**config.mk**
```make
export PLATFORM = sky130hd
export DESIGN_NAME = ahead_sub32_pipe_flat
export DESIGN_NICKNAME = d
export VERILOG_FILES = /design/src/rtl/ahead_sub32_pipe_pkg.sv /design/src/rtl/ahead_sub32_pipe_if.sv /design/src/rtl/ahead_sub32_pipe_sub16.sv /design/src/rtl/ahead_sub32_pipe.sv /design/src/flat_wrapper.sv
export SDC_FILE = /design/constraint.sdc
export NUM_CORES = 1
export LEC_CHECK = 0
export BUFFER_PORTS_ARGS = -buffer_cell sky130_fd_sc_hd__buf_2
export CAP_MARGIN = 10
export CORE_ASPECT_RATIO = 0.8
export CORE_UTILIZATION = 57
export DETAILED_ROUTE_END_ITERATION = 6
export PLACE_DENSITY = 0.9
export SLEW_MARGIN = 5
export SYNTH_ARGS = -nofsm -noshare
export SYNTH_HDL_FRONTEND = slang
export SYNTH_HIERARCHICAL = 1
export SYNTH_SLANG_ARGS = --single-unit
```
**constraint.sdc**
```tcl
create_clock -name clk -period 5.45 [get_ports clk]
set_clock_uncertainty 0.2 [all_clocks]
set_input_delay 0 -clock clk [delete_from_list [all_inputs] [get_ports clk]]
set_output_delay 0 -clock clk [all_outputs]
set_load 0.02 [all_outputs]
```
**src/rtl/ahead_sub32_pipe_pkg.sv**
```systemverilog
// Shared constants, slice result type and 4-bit lookahead helper for the
// pipelined 32-bit lookahead subtractor.
package ahead_sub32_pipe_pkg;

    localparam int W  = 32;
    localparam int HW = 16;
    localparam int GW = 4;

    typedef struct packed {
        logic [HW-1:0] diff;
        logic          cout;
    } slice_t;

    typedef struct packed {
        logic g;
        logic p;
    } gp_t;

    // Group generate/propagate over one 4-bit lookahead group.
    function automatic gp_t group_gp(input logic [GW-1:0] g, input logic [GW-1:0] p);
        gp_t r;
        r.g = g[3] | (p[3] & g[2]) | (p[3] & p[2] & g[1]) | (p[3] & p[2] & p[1] & g[0]);
        r.p = &p;
        return r;
    endfunction

endpackage

```
**src/rtl/ahead_sub32_pipe_if.sv**
```systemverilog
// Operand/result handshake bundle for the pipelined subtractor.
interface ahead_sub32_pipe_if;
    import ahead_sub32_pipe_pkg::*;

    logic          in_valid;
    logic          in_ready;
    logic [W-1:0]  a;
    logic [W-1:0]  b;
    logic          bin;
    logic          out_valid;
    logic          out_ready;
    logic [W-1:0]  diff;
    logic          bout;
    logic          ovf;
    logic          zero;

    modport slave (
        input  in_valid, a, b, bin, out_ready,
        output in_ready, out_valid, diff, bout, ovf, zero
    );

    modport master (
        output in_valid, a, b, bin, out_ready,
        input  in_ready, out_valid, diff, bout, ovf, zero
    );

endinterface

```
**src/rtl/ahead_sub32_pipe_sub16.sv**
```systemverilog
// Combinational 16-bit carry-lookahead slice computing a + nb + cin, where the
// caller supplies the already-inverted subtrahend.
module ahead_sub16
    import ahead_sub32_pipe_pkg::*;
(
    input  logic [HW-1:0] a,
    input  logic [HW-1:0] nb,
    input  logic          cin,
    output logic [HW-1:0] d,
    output logic          cout
);

    localparam int NG = HW / GW;

    logic [HW-1:0] g;
    logic [HW-1:0] p;
    logic [NG:0]   gc;

    assign g     = a & nb;
    assign p     = a | nb;
    assign gc[0] = cin;
    assign cout  = gc[NG];

    genvar gi, gj;
    generate
        for (gi = 0; gi < NG; gi++) begin : g_grp
            gp_t          gp;
            logic [GW-1:0] c;

            // Group carries come from lookahead; bits inside a group ripple
            // from the group carry-in.
            assign gp         = group_gp(g[gi*GW +: GW], p[gi*GW +: GW]);
            assign gc[gi+1]   = gp.g | (gp.p & gc[gi]);
            assign c[0]       = gc[gi];

            for (gj = 0; gj < GW-1; gj++) begin : g_bitc
                assign c[gj+1] = g[gi*GW+gj] | (p[gi*GW+gj] & c[gj]);
            end

            for (gj = 0; gj < GW; gj++) begin : g_sum
                assign d[gi*GW+gj] = a[gi*GW+gj] ^ nb[gi*GW+gj] ^ c[gj];
            end
        end
    endgenerate

endmodule

```
**src/rtl/ahead_sub32_pipe.sv**
```systemverilog
// Two-stage pipelined 32-bit subtractor (DIFF = A - B - BIN): low slice in
// stage 1, high slice plus flags in stage 2, valid/ready on both sides.
module ahead_sub32_pipe
    import ahead_sub32_pipe_pkg::*;
(
    input  logic               clk,
    input  logic               rst,
    ahead_sub32_pipe_if.slave  bus
);

    logic ready1;
    logic ready2;
    logic accept;

    logic [HW-1:0] lo_d;
    logic          lo_cout;
    slice_t        lo_next;
    logic [HW-1:0] hi_d;
    logic          hi_cout;
    logic [W-1:0]  diff_next;

    // Stage 1 state
    logic          v1_reg;
    slice_t        lo_reg;
    logic [HW-1:0] a_hi_reg;
    logic [HW-1:0] nb_hi_reg;
    logic          a31_reg;
    logic          b31_reg;

    // Stage 2 state
    logic          v2_reg;
    logic [W-1:0]  diff_reg;
    logic          bout_reg;
    logic          ovf_reg;
    logic          zero_reg;

    assign ready2       = ~v2_reg | bus.out_ready;
    assign ready1       = ~v1_reg | ready2;
    assign bus.in_ready = ready1 & ~rst;
    assign accept       = bus.in_valid & bus.in_ready;

    ahead_sub16 u_lo (
        .a    (bus.a[HW-1:0]),
        .nb   (~bus.b[HW-1:0]),
        .cin  (~bus.bin),
        .d    (lo_d),
        .cout (lo_cout)
    );

    assign lo_next.diff = lo_d;
    assign lo_next.cout = lo_cout;

    ahead_sub16 u_hi (
        .a    (a_hi_reg),
        .nb   (nb_hi_reg),
        .cin  (lo_reg.cout),
        .d    (hi_d),
        .cout (hi_cout)
    );

    assign diff_next = {hi_d, lo_reg.diff};

    always_ff @(posedge clk) begin
        if (rst) begin
            v1_reg    <= 1'b0;
            lo_reg    <= '0;
            a_hi_reg  <= '0;
            nb_hi_reg <= '0;
            a31_reg   <= 1'b0;
            b31_reg   <= 1'b0;
            v2_reg    <= 1'b0;
            diff_reg  <= '0;
            bout_reg  <= 1'b0;
            ovf_reg   <= 1'b0;
            zero_reg  <= 1'b0;
        end else begin
            if (ready1) begin
                v1_reg <= accept;
            end
            if (accept) begin
                lo_reg    <= lo_next;
                a_hi_reg  <= bus.a[W-1:HW];
                nb_hi_reg <= ~bus.b[W-1:HW];
                a31_reg   <= bus.a[W-1];
                b31_reg   <= bus.b[W-1];
            end
            if (ready2) begin
                v2_reg <= v1_reg;
            end
            // Result registers only move on a real beat so idle outputs hold.
            if (ready2 && v1_reg) begin
                diff_reg <= diff_next;
                bout_reg <= ~hi_cout;
                ovf_reg  <= (a31_reg ^ b31_reg) & (a31_reg ^ hi_d[HW-1]);
                zero_reg <= (diff_next == '0);
            end
        end
    end

    assign bus.out_valid = v2_reg;
    assign bus.diff      = diff_reg;
    assign bus.bout      = bout_reg;
    assign bus.ovf       = ovf_reg;
    assign bus.zero      = zero_reg;

endmodule

```
**src/flat_wrapper.sv**
```systemverilog
// flat-port wrapper written by rule: the top's interface ports become plain ports
module ahead_sub32_pipe_flat import ahead_sub32_pipe_pkg::*;
  (clk, rst, bus_in_valid, bus_a, bus_b, bus_bin, bus_out_ready, bus_in_ready, bus_out_valid, bus_diff, bus_bout, bus_ovf, bus_zero);
  ahead_sub32_pipe_if bus_i ();
  input  logic clk;
  input  logic rst;
  input wire logic [$bits(bus_i.in_valid)-1:0] bus_in_valid;
  input wire logic [$bits(bus_i.a)-1:0] bus_a;
  input wire logic [$bits(bus_i.b)-1:0] bus_b;
  input wire logic [$bits(bus_i.bin)-1:0] bus_bin;
  input wire logic [$bits(bus_i.out_ready)-1:0] bus_out_ready;
  output wire logic [$bits(bus_i.in_ready)-1:0] bus_in_ready;
  output wire logic [$bits(bus_i.out_valid)-1:0] bus_out_valid;
  output wire logic [$bits(bus_i.diff)-1:0] bus_diff;
  output wire logic [$bits(bus_i.bout)-1:0] bus_bout;
  output wire logic [$bits(bus_i.ovf)-1:0] bus_ovf;
  output wire logic [$bits(bus_i.zero)-1:0] bus_zero;
  assign bus_i.in_valid = bus_in_valid;
  assign bus_i.a = bus_a;
  assign bus_i.b = bus_b;
  assign bus_i.bin = bus_bin;
  assign bus_i.out_ready = bus_out_ready;
  assign bus_in_ready = bus_i.in_ready;
  assign bus_out_valid = bus_i.out_valid;
  assign bus_diff = bus_i.diff;
  assign bus_bout = bus_i.bout;
  assign bus_ovf = bus_i.ovf;
  assign bus_zero = bus_i.zero;
  ahead_sub32_pipe u_core (.clk(clk), .rst(rst), .bus(bus_i));
endmodule
```
==> results of run 1 <==
## layout make-up
type / count / area [um2]
clock buffers: 11 / 243
clock inverters: 5 / 104
fillers: 543 / 1960
inverters: 109 / 409
multi-input cells: 399 / 2950
flip-flops and latches: 87 / 1740
well taps: 112 / 140
repair buffers: 166 / 1130
## cells in the mapped netlist
cell / number / area, um2
sky130_fd_sc_hd__nand3b_1: 1 / 7.51
sky130_fd_sc_hd__o21ai_2: 2 / 17.5
sky130_fd_sc_hd__o31ai_1: 4 / 30.0
sky130_fd_sc_hd__or2_1: 2 / 12.5
sky130_fd_sc_hd__inv_1: 109 / 409
sky130_fd_sc_hd__a221o_1: 2 / 20.0
sky130_fd_sc_hd__nand2b_1: 33 / 206
sky130_fd_sc_hd__or2b_1: 1 / 7.51
sky130_fd_sc_hd__a22o_1: 2 / 17.5
sky130_fd_sc_hd__clkbuf_1: 17 / 63.8
sky130_fd_sc_hd__a211oi_1: 17 / 128
sky130_fd_sc_hd__nor2b_2: 1 / 8.76
sky130_fd_sc_hd__nand4_1: 2 / 12.5
sky130_fd_sc_hd__a21oi_1: 46 / 230
sky130_fd_sc_hd__xor2_1: 6 / 52.6
sky130_fd_sc_hd__a211oi_4: 1 / 20.0
sky130_fd_sc_hd__fa_1: 24 / 480
sky130_fd_sc_hd__dfxtp_1: 87 / 1740
sky130_fd_sc_hd__nor2_1: 24 / 90.1
sky130_fd_sc_hd__buf_1: 1 / 3.75
sky130_fd_sc_hd__a21o_1: 2 / 15.0
sky130_fd_sc_hd__buf_4: 2 / 15.0
sky130_fd_sc_hd__nor3_1: 4 / 20.0
sky130_fd_sc_hd__o21ai_0: 30 / 150
sky130_fd_sc_hd__nor2b_1: 1 / 6.26
sky130_fd_sc_hd__o21ai_1: 4 / 20.0
sky130_fd_sc_hd__o211ai_2: 2 / 25.0
sky130_fd_sc_hd__nand2_1: 98 / 368
sky130_fd_sc_hd__and2_1: 2 / 12.5
sky130_fd_sc_hd__nor4_1: 12 / 75.1
sky130_fd_sc_hd__or4_1: 2 / 15.0
sky130_fd_sc_hd__xnor2_1: 2 / 17.5
sky130_fd_sc_hd__o21bai_1: 2 / 15.0
sky130_fd_sc_hd__a21o_2: 2 / 17.5
sky130_fd_sc_hd__ha_1: 64 / 801
sky130_fd_sc_hd__nor2b_4: 2 / 27.5
sky130_fd_sc_hd__buf_2: 8 / 40.0
sky130_fd_sc_hd__mux2i_1: 2 / 20.0
## power breakdown
part	switching (uW)	total, uW	internal (uW)
clock	242	703	461
combinational	190	353	163
sequential	41.3	724	683
total	473	1780	1310
## worst max-delay path, cell delays in order, from the launching register on
cell                       delay, ns
sky130_fd_sc_hd__dfxtp_1        0.35
sky130_fd_sc_hd__inv_1          0.07
sky130_fd_sc_hd__ha_1           0.19
sky130_fd_sc_hd__inv_1          0.06
sky130_fd_sc_hd__a21oi_1        0.20
sky130_fd_sc_hd__o211ai_2       0.15
sky130_fd_sc_hd__a22o_1         0.26
sky130_fd_sc_hd__or2_1          0.25
sky130_fd_sc_hd__fa_1           0.39
sky130_fd_sc_hd__fa_1           0.37
sky130_fd_sc_hd__inv_1          0.08
sky130_fd_sc_hd__fa_1           0.18
sky130_fd_sc_hd__xnor2_1        0.11
sky130_fd_sc_hd__nor4_1         0.35
sky130_fd_sc_hd__nand4_1        0.18
sky130_fd_sc_hd__or4_1          0.43
sky130_fd_sc_hd__o21ai_1        0.13
## how the worst max path moves through the flow
stage,from,to,slack (ns)
2_1_floorplan,u_core/a_hi_reg[0],u_core/bus.zero,1.97
3_3_place_gp,u_core/a_hi_reg[0],u_core/bus.zero,1.81
3_5_place_dp,u_core/a_hi_reg[0],u_core/bus.zero,1.64
4_1_cts,u_core/a_hi_reg[2],u_core/bus.zero,1.56
5_1_grt,u_core/a_hi_reg[6],u_core/bus.zero,1.25
6_report,u_core/a_hi_reg[2],u_core/bus.zero,1.43
## per-layer routing
| metal | GRT usage | share of wire | up-vias |
|---|---|---|---|
| li1 | - | - | 2239 |
| met1 | 0.319 | 0.41 | 2161 |
| met2 | 0.501 | 0.51 | 147 |
| met3 | 0.0484 | 0.050 | 31 |
| met4 | 0.104 | 0.028 | 0 |
| met5 | 0 | 0 | - |
## kinds of logic after synthesis
| family | synth area share |
|---|---|
| and+or+nand+nor | 0.167 |
| muxes | 0.00384 |
| adders and majority gates | 0.245 |
| xor gates and xnor gates | 0.0134 |
| DFF | 0.334 |
| buffers and inverters | 0.102 |
| AOI/OAI and AO/OA | 0.135 |
## through the flow
step / power (uW) / setup WS, ns / instance area, um2
2_1_floorplan: 929 / 1.97 / 5220
3_3_place_gp: 1010 / 1.81 / 5800
3_5_place_dp: 1030 / 1.64 / 5800
4_1_cts: 1780 / 1.56 / 6710
5_1_grt: 1860 / 1.25 / 6710
6_report: 1780 / 1.43 / 6710
## what timing repair did
action | 4_1_cts | 5_1_grt
resized for setup | 0 | 0
hold buffers | 57 | 0
endpoints found under the hold margin | 47 | 0
==> impl_metrics.sql, run 1 <==
INSERT INTO impl_metrics (metric_group, metric, value, unit) VALUES
('setup_path', 'crit_path_max_fanout', '4', ''),
('logic_synthesis', 'synthesis_warning_total', '6', ''),
('cells_and_area', 'finish.cell_count_without_fillers', '889', ''),
('pwr', 'ir_drop', '188', 'uV'),
('cells_and_area', 'layout.core_utilization', '0.774', ''),
('timing', 'fin_hold_ws', '0.00547', 'ns'),
('placed_design', 'place_inst', '816', ''),
('pwr', 'power.leakage', '0.00326', 'uW'),
('die', 'fp.dieArea', '0.00955', 'mm2'),
('timing', 'final-setup-viol-count', '0', ''),
('clocking', 'post_cts_buffers', '0', ''),
('global_routing', 'grtUsageTotal', '0.274', ''),
('setup_path', 'startpoint_of_the_worst_slack_reg_to_reg_timing_path', 'u_core/a_hi_reg[2]', ''),
('clocking', 'insertion_delay', '0.33', 'ns'),
('cells_and_area', 'largest_reg_flops', '32', ''),
('clocking', 'numCtsBuffers', '9', ''),
('die', 'dieWidth', '109', 'um'),
('detailed_routing', 'ant_nets', '0', ''),
('cells_and_area', 'n_antenna_cell', '0', ''),
('setup_path', 'timing.critical_path.from_type', 'flip-flop', ''),
('global_routing', 'grt_pass1_vias', '4557', ''),
('timing', 'rsz_0062_raised_after_global_routing', 'false', ''),
('job', 'maxCapViolCount', '0', ''),
('worst_hold_path', 'hold_path.startpoint', 'bus_bin', ''),
('outcome', 'run_status', 'complete, no violations', ''),
('clocking', 'cts_htree_levels', '3', ''),
('global_routing', 'grt_first_pass_wirelength', '20.4', 'mm'),
('timing', 'timing.final.crit_share', '0.737', ''),
('detailed_routing', 'drt-vias-per-instance', '5.15', ''),
('global_routing', 'antenna_found_initial', '0', ''),
('global_routing', 'grt_remaining_overflow', '0', ''),
('cells_and_area', 'fin_nets', '929', ''),
('die', 'ios', '106', ''),
('timing', 'timing_max_transition_violations_final', '0', ''),
('setup_path', 'endpoint_kind_of_the_worst_setup_timing_path', 'flip-flop', ''),
('clocking', 'cts_tree', 'yes', ''),
('cells_and_area', 'syn2layout_area_growth', '28.6', '%'),
('die', 'start_util', '0.602', ''),
('logic_synthesis', 'synth.ff_latch_count', '87', ''),
('worst_hold_path', 'worst_hold_path_type', 'in2reg', ''),
('timing', 'totalNegativeSetupSlack', '0', 'ns'),
('detailed_routing', 'route.detailed.drc', '0', ''),
('placed_design', 'place_congestion', '0.792', ''),
('timing', 'max_slew.worst_pin.slew', '0.916', 'ns'),
('detailed_routing', 'vias', '4578', ''),
('clocking', 'ctsLongestPathBuffers', '2', ''),
('setup_path', 'timing.critical_path.arrival', '4.08', 'ns'),
('clocking', 'root_buffer', 'sky130_fd_sc_hd__clkbuf_16', ''),
('placed_design', 'port_buffers', '105', ''),
('setup_path', 'worst_r2r_endpoint', 'u_core/bus.zero', ''),
('logic_synthesis', 'synth.avg_cell_area', '8.38', 'um2'),
('setup_path', 'setup.reg_to_reg.worst_slack', '1.43', 'ns'),
('logic_synthesis', 'netlist_area', '0.00522', 'mm2'),
('die', 'die_height', '87.6', 'um'),
('detailed_routing', 'wirelength', '12.7', 'mm'),
('detailed_routing', 'drtIter0Drc', '272', ''),
('cells_and_area', 'final_cell_mix', 'sky130_fd_sc_hd__inv_1 (109), sky130_fd_sc_hd__buf_2 (105), sky130_fd_sc_hd__nand2_1 (98)', ''),
('clocking', 'clk_pin_slew', '0.06', 'ns'),
('setup_path', 'critPathRequiredTime', '5.51', 'ns'),
('die', 'rows', '30', ''),
('logic_synthesis', 'postSynthNetCount', '780', ''),
('global_routing', 'grt_max_degree', '99', ''),
('die', 'core_area', '0.00867', 'mm2'),
('clocking', 'clock-sinks', '87', ''),
('setup_path', 'timing.setup.critical_path_class', 'reg2reg', ''),
('timing', 'max_freq', '0.249', 'GHz'),
('timing', 'timing.final.hold_violations', '0', ''),
('worst_hold_path', 'min_path_cells', '7', ''),
('worst_hold_path', 'holdPathEnd', 'u_core/diff_next[0]', ''),
('cells_and_area', 'mostFrequentLayoutCell', 'sky130_fd_sc_hd__inv_1', ''),
('timing', 'relSlewSlack', '0.390', ''),
('pwr', 'powerDensity', '265', 'mW/mm2'),
('detailed_routing', 'drtPass1Iterations', '7', ''),
('logic_synthesis', 'yosys.cell_types.count', '38', ''),
('timing', 'layout_min_cycle_time', '4.02', 'ns'),
('placed_design', 'hpwlAfterDp', '8.16', 'mm'),
('cells_and_area', 'post_route_cells_drive_above_1_share', '0.174', ''),
('setup_path', 'reg2reg_depth', '16', ''),
('logic_synthesis', 'synth_seq_area_share', '0.334', ''),
('detailed_routing', 'wl_per_cell', '14.3', 'um'),
('logic_synthesis', 'number_of_instances_in_the_synthesized_netlist', '623', '');
No activity file was read; power rests on OpenSTA's default activity.
==> run 2, diff against run 1 <==
--- a/config.mk
+++ b/config.mk
@@ -5,12 +5,13 @@
 export SDC_FILE = /design/constraint.sdc
 export NUM_CORES = 1
 export LEC_CHECK = 0
+export ABC_AREA = 1
 export BUFFER_PORTS_ARGS = -buffer_cell sky130_fd_sc_hd__buf_2
 export CAP_MARGIN = 10
 export CORE_ASPECT_RATIO = 0.8
-export CORE_UTILIZATION = 57
+export CORE_UTILIZATION = 56
 export DETAILED_ROUTE_END_ITERATION = 6
-export PLACE_DENSITY = 0.9
+export PLACE_DENSITY = 0.89
 export SLEW_MARGIN = 5
 export SYNTH_ARGS = -nofsm -noshare
 export SYNTH_HDL_FRONTEND = slang
==> constraint.sdc (replaced) <==
create_clock -name clk -period 3.8 [get_ports clk]
set_clock_uncertainty 0.2 [all_clocks]
set_input_delay 0 -clock clk [delete_from_list [all_inputs] [get_ports clk]]
set_output_delay 0 -clock clk [all_outputs]
set_load 0.02 [all_outputs]
==> run 2 against run 1 <==
  * Die area increased by 2.4%
  * Sequential power increased by 42%
  * Clock-buffer cell count decreased by 1
  * The flow now finishes with violations (negative hold slack)
  * Global-route usage decreased by 1.4 points
  * Wire length decreased by 3.6%
  * Maximum frequency increased by 17%
  * Worst setup slack got worse by 1.1 ns
  * Largest power group unchanged
  * Critical path depth increased by 7
  * Utilization decreased by 5.1 points
  * Hold slack got worse by 0.0062 ns
==> impl_metrics.sql, run 2 <==
INSERT INTO impl_metrics (metric_group, metric, value, unit) VALUES
('cells_and_area', 'post_route_cells_drive_above_1_share', '0.197', ''),
('timing', 'max_slew.worst_pin.slew', '0.682', 'ns'),
('logic_synthesis', 'biggest_area_consumer_among_synthesized_cells', 'sky130_fd_sc_hd__dfxtp_1', ''),
('setup_path', 'timing.critical_path.arrival', '3.50', 'ns'),
('clocking', 'ctsLongestPathBuffers', '2', ''),
('detailed_routing', 'wirelength', '12.3', 'mm'),
('clocking', 'clk_pin_slew', '0.07', 'ns'),
('logic_synthesis', 'yosys.cell_types.count', '28', ''),
('global_routing', 'grt_remaining_overflow', '0', ''),
('setup_path', 'setup.reg_to_reg.worst_slack', '0.36', 'ns'),
('clocking', 'cts_tree', 'yes', ''),
('timing', 'timing.final.hold_violations', '1', ''),
('setup_path', 'timing.critical_path.from_type', 'flip-flop', ''),
('pwr', 'logic_pwr_share', '0.197', ''),
('pwr', 'power_frac_seq', '0.405', ''),
('clocking', 'numCtsBuffers', '9', ''),
('cells_and_area', 'fin_area', '0.00657', 'mm2'),
('cells_and_area', 'final_cell_mix', 'sky130_fd_sc_hd__inv_1 (129), sky130_fd_sc_hd__buf_2 (105), sky130_fd_sc_hd__dfxtp_1 (87)', ''),
('worst_hold_path', 'worst_hold_path_type', 'in2reg', ''),
('logic_synthesis', 'postSynthNetCount', '812', ''),
('logic_synthesis', 'synthArstFlopShare', '0', ''),
('timing', 'totalNegativeSetupSlack', '0', 'ns'),
('global_routing', 'grt_max_degree', '83', ''),
('detailed_routing', 'route.detailed.drc', '0', ''),
('detailed_routing', 'drtIter0Drc', '295', ''),
('logic_synthesis', 'synthesis_warning_total', '6', ''),
('logic_synthesis', 'post-synth-top-area-fraction', '0.331', ''),
('pwr', 'p_sw_frac', '0.276', ''),
('detailed_routing', 'wl_per_cell', '13.5', 'um'),
('setup_path', 'startpoint_of_the_worst_slack_reg_to_reg_timing_path', 'u_core/a_hi_reg[3]', ''),
('global_routing', 'grtUsageTotal', '0.259', ''),
('placed_design', 'place_inst', '852', ''),
('setup_path', 'reg2reg_depth', '23', ''),
('pwr', 'powerDensity', '387', 'mW/mm2'),
('setup_path', 'timing.setup.critical_path_class', 'reg2reg', ''),
('placed_design', 'placed_cell_area', '0.00579', 'mm2'),
('pwr', 'finalPower', '2540', 'uW'),
('detailed_routing', 'ant_nets', '0', ''),
('timing', 'fin_hold_ws', '-0.000742', 'ns'),
('clocking', 'post_cts_buffers', '0', ''),
('clocking', 'cts_htree_levels', '3', ''),
('die', 'start_util', '0.579', ''),
('cells_and_area', 'finish.cell_count_without_fillers', '910', ''),
('setup_path', 'startpoint', 'u_core/a_hi_reg[3]', ''),
('clocking', 'root_buffer', 'sky130_fd_sc_hd__clkbuf_16', ''),
('setup_path', 'critPathRequiredTime', '3.86', 'ns'),
('timing', 'layout_min_cycle_time', '3.44', 'ns'),
('logic_synthesis', 'number_of_instances_in_the_synthesized_netlist', '655', ''),
('logic_synthesis', 'synth_top_family_by_area', 'adder cells', ''),
('outcome', 'failing_checks', 'negative hold slack', ''),
('logic_synthesis', 'synthMuxAreaShare', '0', ''),
('logic_synthesis', 'netlist_area', '0.00526', 'mm2'),
('die', 'die_height', '88.6', 'um'),
('logic_synthesis', 'number_of_enable_type_register_cells_in_the_synthesized_netlist', '0', ''),
('logic_synthesis', 'synth.avg_cell_area', '8.02', 'um2'),
('logic_synthesis', 'synth_most_common_cell', 'sky130_fd_sc_hd__inv_1', ''),
('logic_synthesis', 'yosys.area_share.simple', '0.129', ''),
('global_routing', 'grtUsageMet2', '0.469', ''),
('die', 'dieWidth', '110', 'um'),
('setup_path', 'worst_r2r_endpoint', 'u_core/bus.zero', ''),
('setup_path', 'setup.worst_path.end', 'u_core/bus.zero', ''),
('cells_and_area', 'fin_nets', '948', ''),
('timing', 'max_freq', '0.291', 'GHz'),
('logic_synthesis', 'synth.ff_latch_count', '87', ''),
('die', 'fp.dieArea', '0.00978', 'mm2'),
('die', 'ios', '106', ''),
('logic_synthesis', 'synth_common_cells', 'sky130_fd_sc_hd__inv_1 (129), sky130_fd_sc_hd__dfxtp_1 (87), sky130_fd_sc_hd__o21ai_0 (81)', ''),
('placed_design', 'port_buffers', '105', ''),
('pwr', 'pwr-share-clk', '0.398', ''),
('logic_synthesis', 'synth_seq_area_share', '0.331', ''),
('die', 'core_area', '0.00908', 'mm2'),
('global_routing', 'grt.met1_usage', '0.293', ''),
('die', 'rows', '31', ''),
('placed_design', 'hpwlAfterDp', '8.46', 'mm'),
('outcome', 'run_status', 'complete, but fails checks', ''),
('logic_synthesis', 'synth-compound-area-share', '0.154', ''),
('timing', 'timing_max_transition_violations_final', '0', ''),
('timing', 'final-setup-viol-count', '0', ''),
('cells_and_area', 'n_antenna_cell', '0', ''),
('global_routing', 'grt_first_pass_wirelength', '19.6', 'mm'),
('pwr', 'power.leakage', '0.00334', 'uW'),
('global_routing', 'antenna_found_initial', '0', ''),
('pwr', 'p_int', '1840', 'uW'),
('pwr', 'ir_drop', '311', 'uV'),
('detailed_routing', 'drtPass1Iterations', '5', ''),
('global_routing', 'grt_use_met3', '0.0515', ''),
('detailed_routing', 'drt-vias-per-instance', '4.99', ''),
('cells_and_area', 'largest_reg_flops', '32', ''),
('logic_synthesis', 'yosys_most_used_dff', 'sky130_fd_sc_hd__dfxtp_1', ''),
('job', 'maxCapViolCount', '0', ''),
('global_routing', 'grt_pass1_vias', '4412', ''),
('logic_synthesis', 'post_synth_fa_ha_maj_area_fraction', '0.244', ''),
('timing', 'relSlewSlack', '0.545', ''),
('logic_synthesis', 'yosys-top-cells-area', 'sky130_fd_sc_hd__dfxtp_1 (33%), sky130_fd_sc_hd__ha_1 (15%), sky130_fd_sc_hd__inv_1 (9.2%)', ''),
('cells_and_area', 'syn2layout_area_growth', '25.0', '%'),
('cells_and_area', 'mostFrequentLayoutCell', 'sky130_fd_sc_hd__inv_1', ''),
('clocking', 'clock-sinks', '87', ''),
('placed_design', 'place_congestion', '0.896', ''),
('timing', 'rsz_0062_raised_after_global_routing', 'false', ''),
('setup_path', 'endpoint_kind_of_the_worst_setup_timing_path', 'flip-flop', ''),
('setup_path', 'crit_path_max_fanout', '4', ''),
('timing', 'timing.final.crit_share', '0.905', ''),
('global_routing', 'global_route.peak_usage_layer', 'met2', ''),
('pwr', 'total_switching_power', '701', 'uW'),
('clocking', 'insertion_delay', '0.34', 'ns'),
('logic_synthesis', 'yosys.area_share.xor_xnor', '0.0133', ''),
('detailed_routing', 'vias', '4538', '');
==> run 2: cell count changes after synthesis, sizes merged, moves of 6 or more <==
| cell | before | now |
|---|---|---|
| buf | 11 | 17 |
| o21ai | 36 | 82 |
| a211oi | 18 | 0 |
| nor4 | 12 | 0 |
| clkbuf | 17 | 9 |
| inv | 109 | 137 |
| nand2b | 33 | 0 |
| nand3 | 0 | 7 |
| a21oi | 46 | 66 |
| nor2 | 24 | 62 |
| nand2 | 98 | 76 |
==> run 2: cells by family after synthesis <==
family / Yosys count
AO/OA/AOI/OAI: 155
XOR/XNOR: 8
adder cells (fa/ha/maj): 88
buffers and inverters: 165
flip-flops: 87
AND/OR/NAND/NOR: 152
==> run 2: critical path, stage by stage (launching register included) <==
cell and delay, ns:
sky130_fd_sc_hd__dfxtp_1 0.35, sky130_fd_sc_hd__inv_1 0.09, sky130_fd_sc_hd__ha_1 0.17, sky130_fd_sc_hd__inv_2 0.05, sky130_fd_sc_hd__nand2_1 0.06, sky130_fd_sc_hd__nand2_1 0.09, sky130_fd_sc_hd__nor2_2 0.16, sky130_fd_sc_hd__nand2_2 0.09
sky130_fd_sc_hd__nand2_2 0.08, sky130_fd_sc_hd__nand2_2 0.07, sky130_fd_sc_hd__nand2_2 0.06, sky130_fd_sc_hd__nand2_2 0.06, sky130_fd_sc_hd__fa_1 0.41, sky130_fd_sc_hd__fa_1 0.40, sky130_fd_sc_hd__inv_1 0.08, sky130_fd_sc_hd__fa_1 0.18
sky130_fd_sc_hd__xnor2_1 0.13, sky130_fd_sc_hd__nor2_1 0.13, sky130_fd_sc_hd__nand2_1 0.06, sky130_fd_sc_hd__nor2_1 0.12, sky130_fd_sc_hd__nand3_1 0.10, sky130_fd_sc_hd__nor2_1 0.10, sky130_fd_sc_hd__nor2_1 0.05, sky130_fd_sc_hd__nor2_1 0.08
==> run 2: layout make-up <==
cell class	instances	area [um2]
inverters	139	522
clock buffers	10	239
multi-input cells	403	2840
clock inverters	5	106
fillers	669	2510
well taps	115	144
repair buffers	151	978
flip-flops and latches	87	1740
==> run 2: per-layer routing <==
metal / up-vias / share of wire
li1: 2270 / -
met2: 153 / 0.49
met1: 2074 / 0.41
met3: 41 / 0.059
met5: - / 0
met4: 0 / 0.035
==> run 2: worst min path at each step <==
stage	start	end	slack [ns]	depth (start not counted)
after floorplan	rst	u_core/b31_reg	-0.13	1
after global placement	bus_b[21]	u_core/nb_hi_reg[5]	-0.03	2
after detailed placement	bus_b[17]	u_core/nb_hi_reg[1]	-0.02	2
after CTS	bus_a[6]	u_core/diff_next[6]	0.004	4
after global routing	bus_a[1]	u_core/diff_next[1]	0.04	4
final	bus_a[6]	u_core/diff_next[6]	-0.0007	4
==> run 2: power by group through the flow <==
stage / Sequential, uW / Combinational, uW / Clock, uW
global placement: 1040 / 430 / 0
global route: 1040 / 563 / 1060
floorplan: 1070 / 283 / 0
CTS: 1030 / 493 / 1010
detailed placement: 1050 / 455 / 0
finish: 1030 / 500 / 1010
==> run 2: per-stage QoR <==
stage                     utilization  setup slack [ns]
after floorplan                     -             0.877
after CTS                       0.724             0.482
after global placement          0.638             0.756
final                           0.724             0.361
after global routing            0.724             0.118
after detailed placement        0.638             0.624
==> run 2: repair_timing <==
action,in CTS,in global routing
gates resized for setup,0,0
endpoints found under the setup margin,0,0
endpoints found under the hold margin,44,0
hold buffers,43,0
==> run 3, diff against run 2 <==
--- a/config.mk
+++ b/config.mk
@@ -8,7 +8,7 @@
 export ABC_AREA = 1
 export BUFFER_PORTS_ARGS = -buffer_cell sky130_fd_sc_hd__buf_2
 export CAP_MARGIN = 10
-export CORE_ASPECT_RATIO = 0.8
+export CORE_MARGIN = 4
 export CORE_UTILIZATION = 56
 export DETAILED_ROUTE_END_ITERATION = 6
 export PLACE_DENSITY = 0.89
==> run 3 against run 2 <==
  * Maximum frequency is 2.2% higher
  * Critical path depth is 3 lower
  * Sequential cell count stayed put
  * Worst setup slack better by 0.075 ns
  * Sequential power hardly changed
  * Largest power group unchanged
  * The run now ends clean
  * Global-route usage is 1.7 points lower
  * First-iteration DRC count is 1.7% lower
  * Non-clock buffer count is 27 higher
  * Die area is 12% higher
==> impl_metrics.sql, run 3 (synthesized netlist as in run 2, its figures left out) <==
INSERT INTO impl_metrics (metric_group, metric, value, unit) VALUES
('outcome', 'run_status', 'complete, no violations', ''),
('placed_design', 'hpwlAfterDp', '8.85', 'mm'),
('die', 'ios', '106', ''),
('global_routing', 'grt_remaining_overflow', '0', ''),
('clocking', 'cts_tree', 'yes', ''),
('timing', 'max_freq', '0.297', 'GHz'),
('die', 'rows', '35', ''),
('global_routing', 'antenna_found_initial', '0', ''),
('die', 'fp.dieArea', '0.0110', 'mm2'),
('cells_and_area', 'largest_reg_flops', '32', ''),
('timing', 'totalNegativeSetupSlack', '0', 'ns'),
('clocking', 'ctsLongestPathBuffers', '2', ''),
('job', 'maxCapViolCount', '0', ''),
('timing', 'timing.final.crit_share', '0.885', ''),
('timing', 'final-setup-viol-count', '0', ''),
('placed_design', 'placement.setup.worst_slack', '0.610', 'ns'),
('cells_and_area', 'finish.cell_count_without_fillers', '934', ''),
('detailed_routing', 'wl_per_cell', '14.1', 'um'),
('cells_and_area', 'syn2layout_area_growth', '27.1', '%'),
('pwr', 'finalPower', '2200', 'uW'),
('detailed_routing', 'ant_nets', '0', ''),
('pwr', 'powerDensity', '330', 'mW/mm2'),
('setup_path', 'timing.critical_path.arrival', '3.48', 'ns'),
('setup_path', 'critPathRequiredTime', '3.92', 'ns'),
('pwr', 'ir_drop', '185', 'uV'),
('clocking', 'clk_pin_slew', '0.10', 'ns'),
('cells_and_area', 'mostFrequentLayoutCell', 'sky130_fd_sc_hd__inv_1', ''),
('cells_and_area', 'post_route_cells_drive_above_1_share', '0.192', ''),
('global_routing', 'grt_first_pass_wirelength', '21.9', 'mm'),
('global_routing', 'grt_max_degree', '83', ''),
('placed_design', 'port_buffers', '105', ''),
('timing', 'layout_setup_ws', '0.435', 'ns'),
('timing', 'layout_min_cycle_time', '3.36', 'ns'),
('setup_path', 'endpoint_kind_of_the_worst_setup_timing_path', 'flip-flop', ''),
('die', 'core_area', '0.00920', 'mm2'),
('clocking', 'cts_htree_levels', '3', ''),
('setup_path', 'crit_path_max_fanout', '3', ''),
('pwr', 'power.leakage', '0.00340', 'uW'),
('detailed_routing', 'drtPass1Iterations', '5', ''),
('cells_and_area', 'final_cell_mix', 'sky130_fd_sc_hd__inv_1 (129), sky130_fd_sc_hd__buf_2 (105), sky130_fd_sc_hd__dfxtp_1 (87)', ''),
('timing', 'timing.final.hold_violations', '0', ''),
('worst_hold_path', 'worst_hold_path_type', 'in2reg', ''),
('die', 'die_height', '105', 'um'),
('global_routing', 'grt_pass1_vias', '5044', ''),
('global_routing', 'grtUsageTotal', '0.242', ''),
('timing', 'relSlewSlack', '0.532', ''),
('clocking', 'numCtsBuffers', '9', ''),
('timing', 'rsz_0062_raised_after_global_routing', 'false', ''),
('detailed_routing', 'vias', '4785', ''),
('clocking', 'insertion_delay', '0.37', 'ns'),
('die', 'start_util', '0.571', ''),
('cells_and_area', 'fin_nets', '975', ''),
('timing', 'max_slew.worst_pin.slew', '0.701', 'ns'),
('detailed_routing', 'route.detailed.drc', '0', ''),
('cells_and_area', 'n_antenna_cell', '0', ''),
('clocking', 'root_buffer', 'sky130_fd_sc_hd__clkbuf_8', ''),
('setup_path', 'timing.setup.critical_path_class', 'reg2reg', ''),
('detailed_routing', 'drt-vias-per-instance', '5.12', ''),
('clocking', 'post_cts_buffers', '0', ''),
('detailed_routing', 'drtIter0Drc', '290', ''),
('timing', 'timing_max_transition_violations_final', '0', ''),
('die', 'dieWidth', '105', 'um'),
('setup_path', 'timing.critical_path.from_type', 'flip-flop', ''),
('placed_design', 'place_congestion', '0.851', ''),
('placed_design', 'place_inst', '848', ''),
('clocking', 'clock-sinks', '87', ''),
('detailed_routing', 'wirelength', '13.2', 'mm');
-- run 3: cell count changes in the layout (fill, tap and decap cells not counted), moves of 3 or more --
cell                            previous run  this run
sky130_fd_sc_hd__bufinv_16                 3         0
sky130_fd_sc_hd__clkbuf_16                 9         0
sky130_fd_sc_hd__clkbuf_8                  1         9
sky130_fd_sc_hd__dlygate4sd3_1            43        70
sky130_fd_sc_hd__inv_6                     0         3
sky130_fd_sc_hd__inv_8                     0         3
-- run 3: report_power, final --
| part | total [uW] | leakage (uW) | switching [uW] | internal [uW] |
|---|---|---|---|---|
| Combinational | 533 | 0.00259 | 304 | 229 |
| Sequential | 1030 | 0.000718 | 53.0 | 978 |
| Clock | 640 | 0.0000966 | 382 | 258 |
-- run 3: area by class of cell --
cell class / count / area [um2]
timing repair buffer: 178 / 1250
inverter: 139 / 522
tap: 111 / 139
multi-input combinational: 403 / 2840
fill: 650 / 2520
clock buffer: 9 / 124
clock inverter: 7 / 67.6
sequential: 87 / 1740
-- run 3: critical path, stage by stage, from the launching register on --
cell and delay, ns:
sky130_fd_sc_hd__dfxtp_1 0.34, sky130_fd_sc_hd__inv_1 0.07, sky130_fd_sc_hd__ha_1 0.18, sky130_fd_sc_hd__inv_2 0.05, sky130_fd_sc_hd__nand2_1 0.05, sky130_fd_sc_hd__nand2_1 0.06, sky130_fd_sc_hd__nor2_2 0.13, sky130_fd_sc_hd__nand2_2 0.11
sky130_fd_sc_hd__nand2_2 0.09, sky130_fd_sc_hd__nand2_2 0.07, sky130_fd_sc_hd__fa_1 0.38, sky130_fd_sc_hd__fa_1 0.39, sky130_fd_sc_hd__fa_1 0.39, sky130_fd_sc_hd__xor2_1 0.19, sky130_fd_sc_hd__nor2_1 0.11, sky130_fd_sc_hd__nand3_1 0.09
sky130_fd_sc_hd__nor2_1 0.13, sky130_fd_sc_hd__nand2_1 0.08, sky130_fd_sc_hd__nor2_1 0.10, sky130_fd_sc_hd__nor2_1 0.05, sky130_fd_sc_hd__nor2_1 0.08
-- run 3: metrics by stage --
| stage | utilization | hold WS [ns] | cell area, um2 |
|---|---|---|---|
| 2_1_floorplan | - | -0.131 | 5260 |
| 3_3_place_gp | 0.629 | -0.0265 | 5790 |
| 3_5_place_dp | 0.629 | -0.0199 | 5790 |
| 4_1_cts | 0.726 | 0.0136 | 6680 |
| 5_1_grt | 0.726 | 0.0629 | 6680 |
| 6_report | 0.726 | 0.0237 | 6680 |
-- run 3: per-layer routing --
layer | track usage | vias up | wire length [um] | share of wire
li1 | - | 2322 | - | -
met1 | 0.255 | 2227 | 5010 | 0.38
met2 | 0.462 | 191 | 6980 | 0.53
met3 | 0.0506 | 45 | 791 | 0.060
met4 | 0.103 | 0 | 418 | 0.032
met5 | 0 | - | 0 | 0
-- run 3: path summary, 6_finish.rpt --
check,startpoint,endpoint,slack (ns),depth (start not counted)
worst max register to register,u_core/a_hi_reg[3],u_core/bus.zero,0.44,20
worst min-delay path,bus_b[2],u_core/diff_next[2],0.02,5
worst max-delay path,u_core/a_hi_reg[3],u_core/bus.zero,0.44,20
worst min register to register,u_core/diff_next[13],u_core/bus.diff[13],0.28,2
-- run 3: timing repair --
| action | 4_1_cts | 5_1_grt |
|---|---|---|
| hold buffers | 70 | 0 |
| hold endpoints to repair | 48 | 0 |
| gates resized for setup | 0 | 0 |
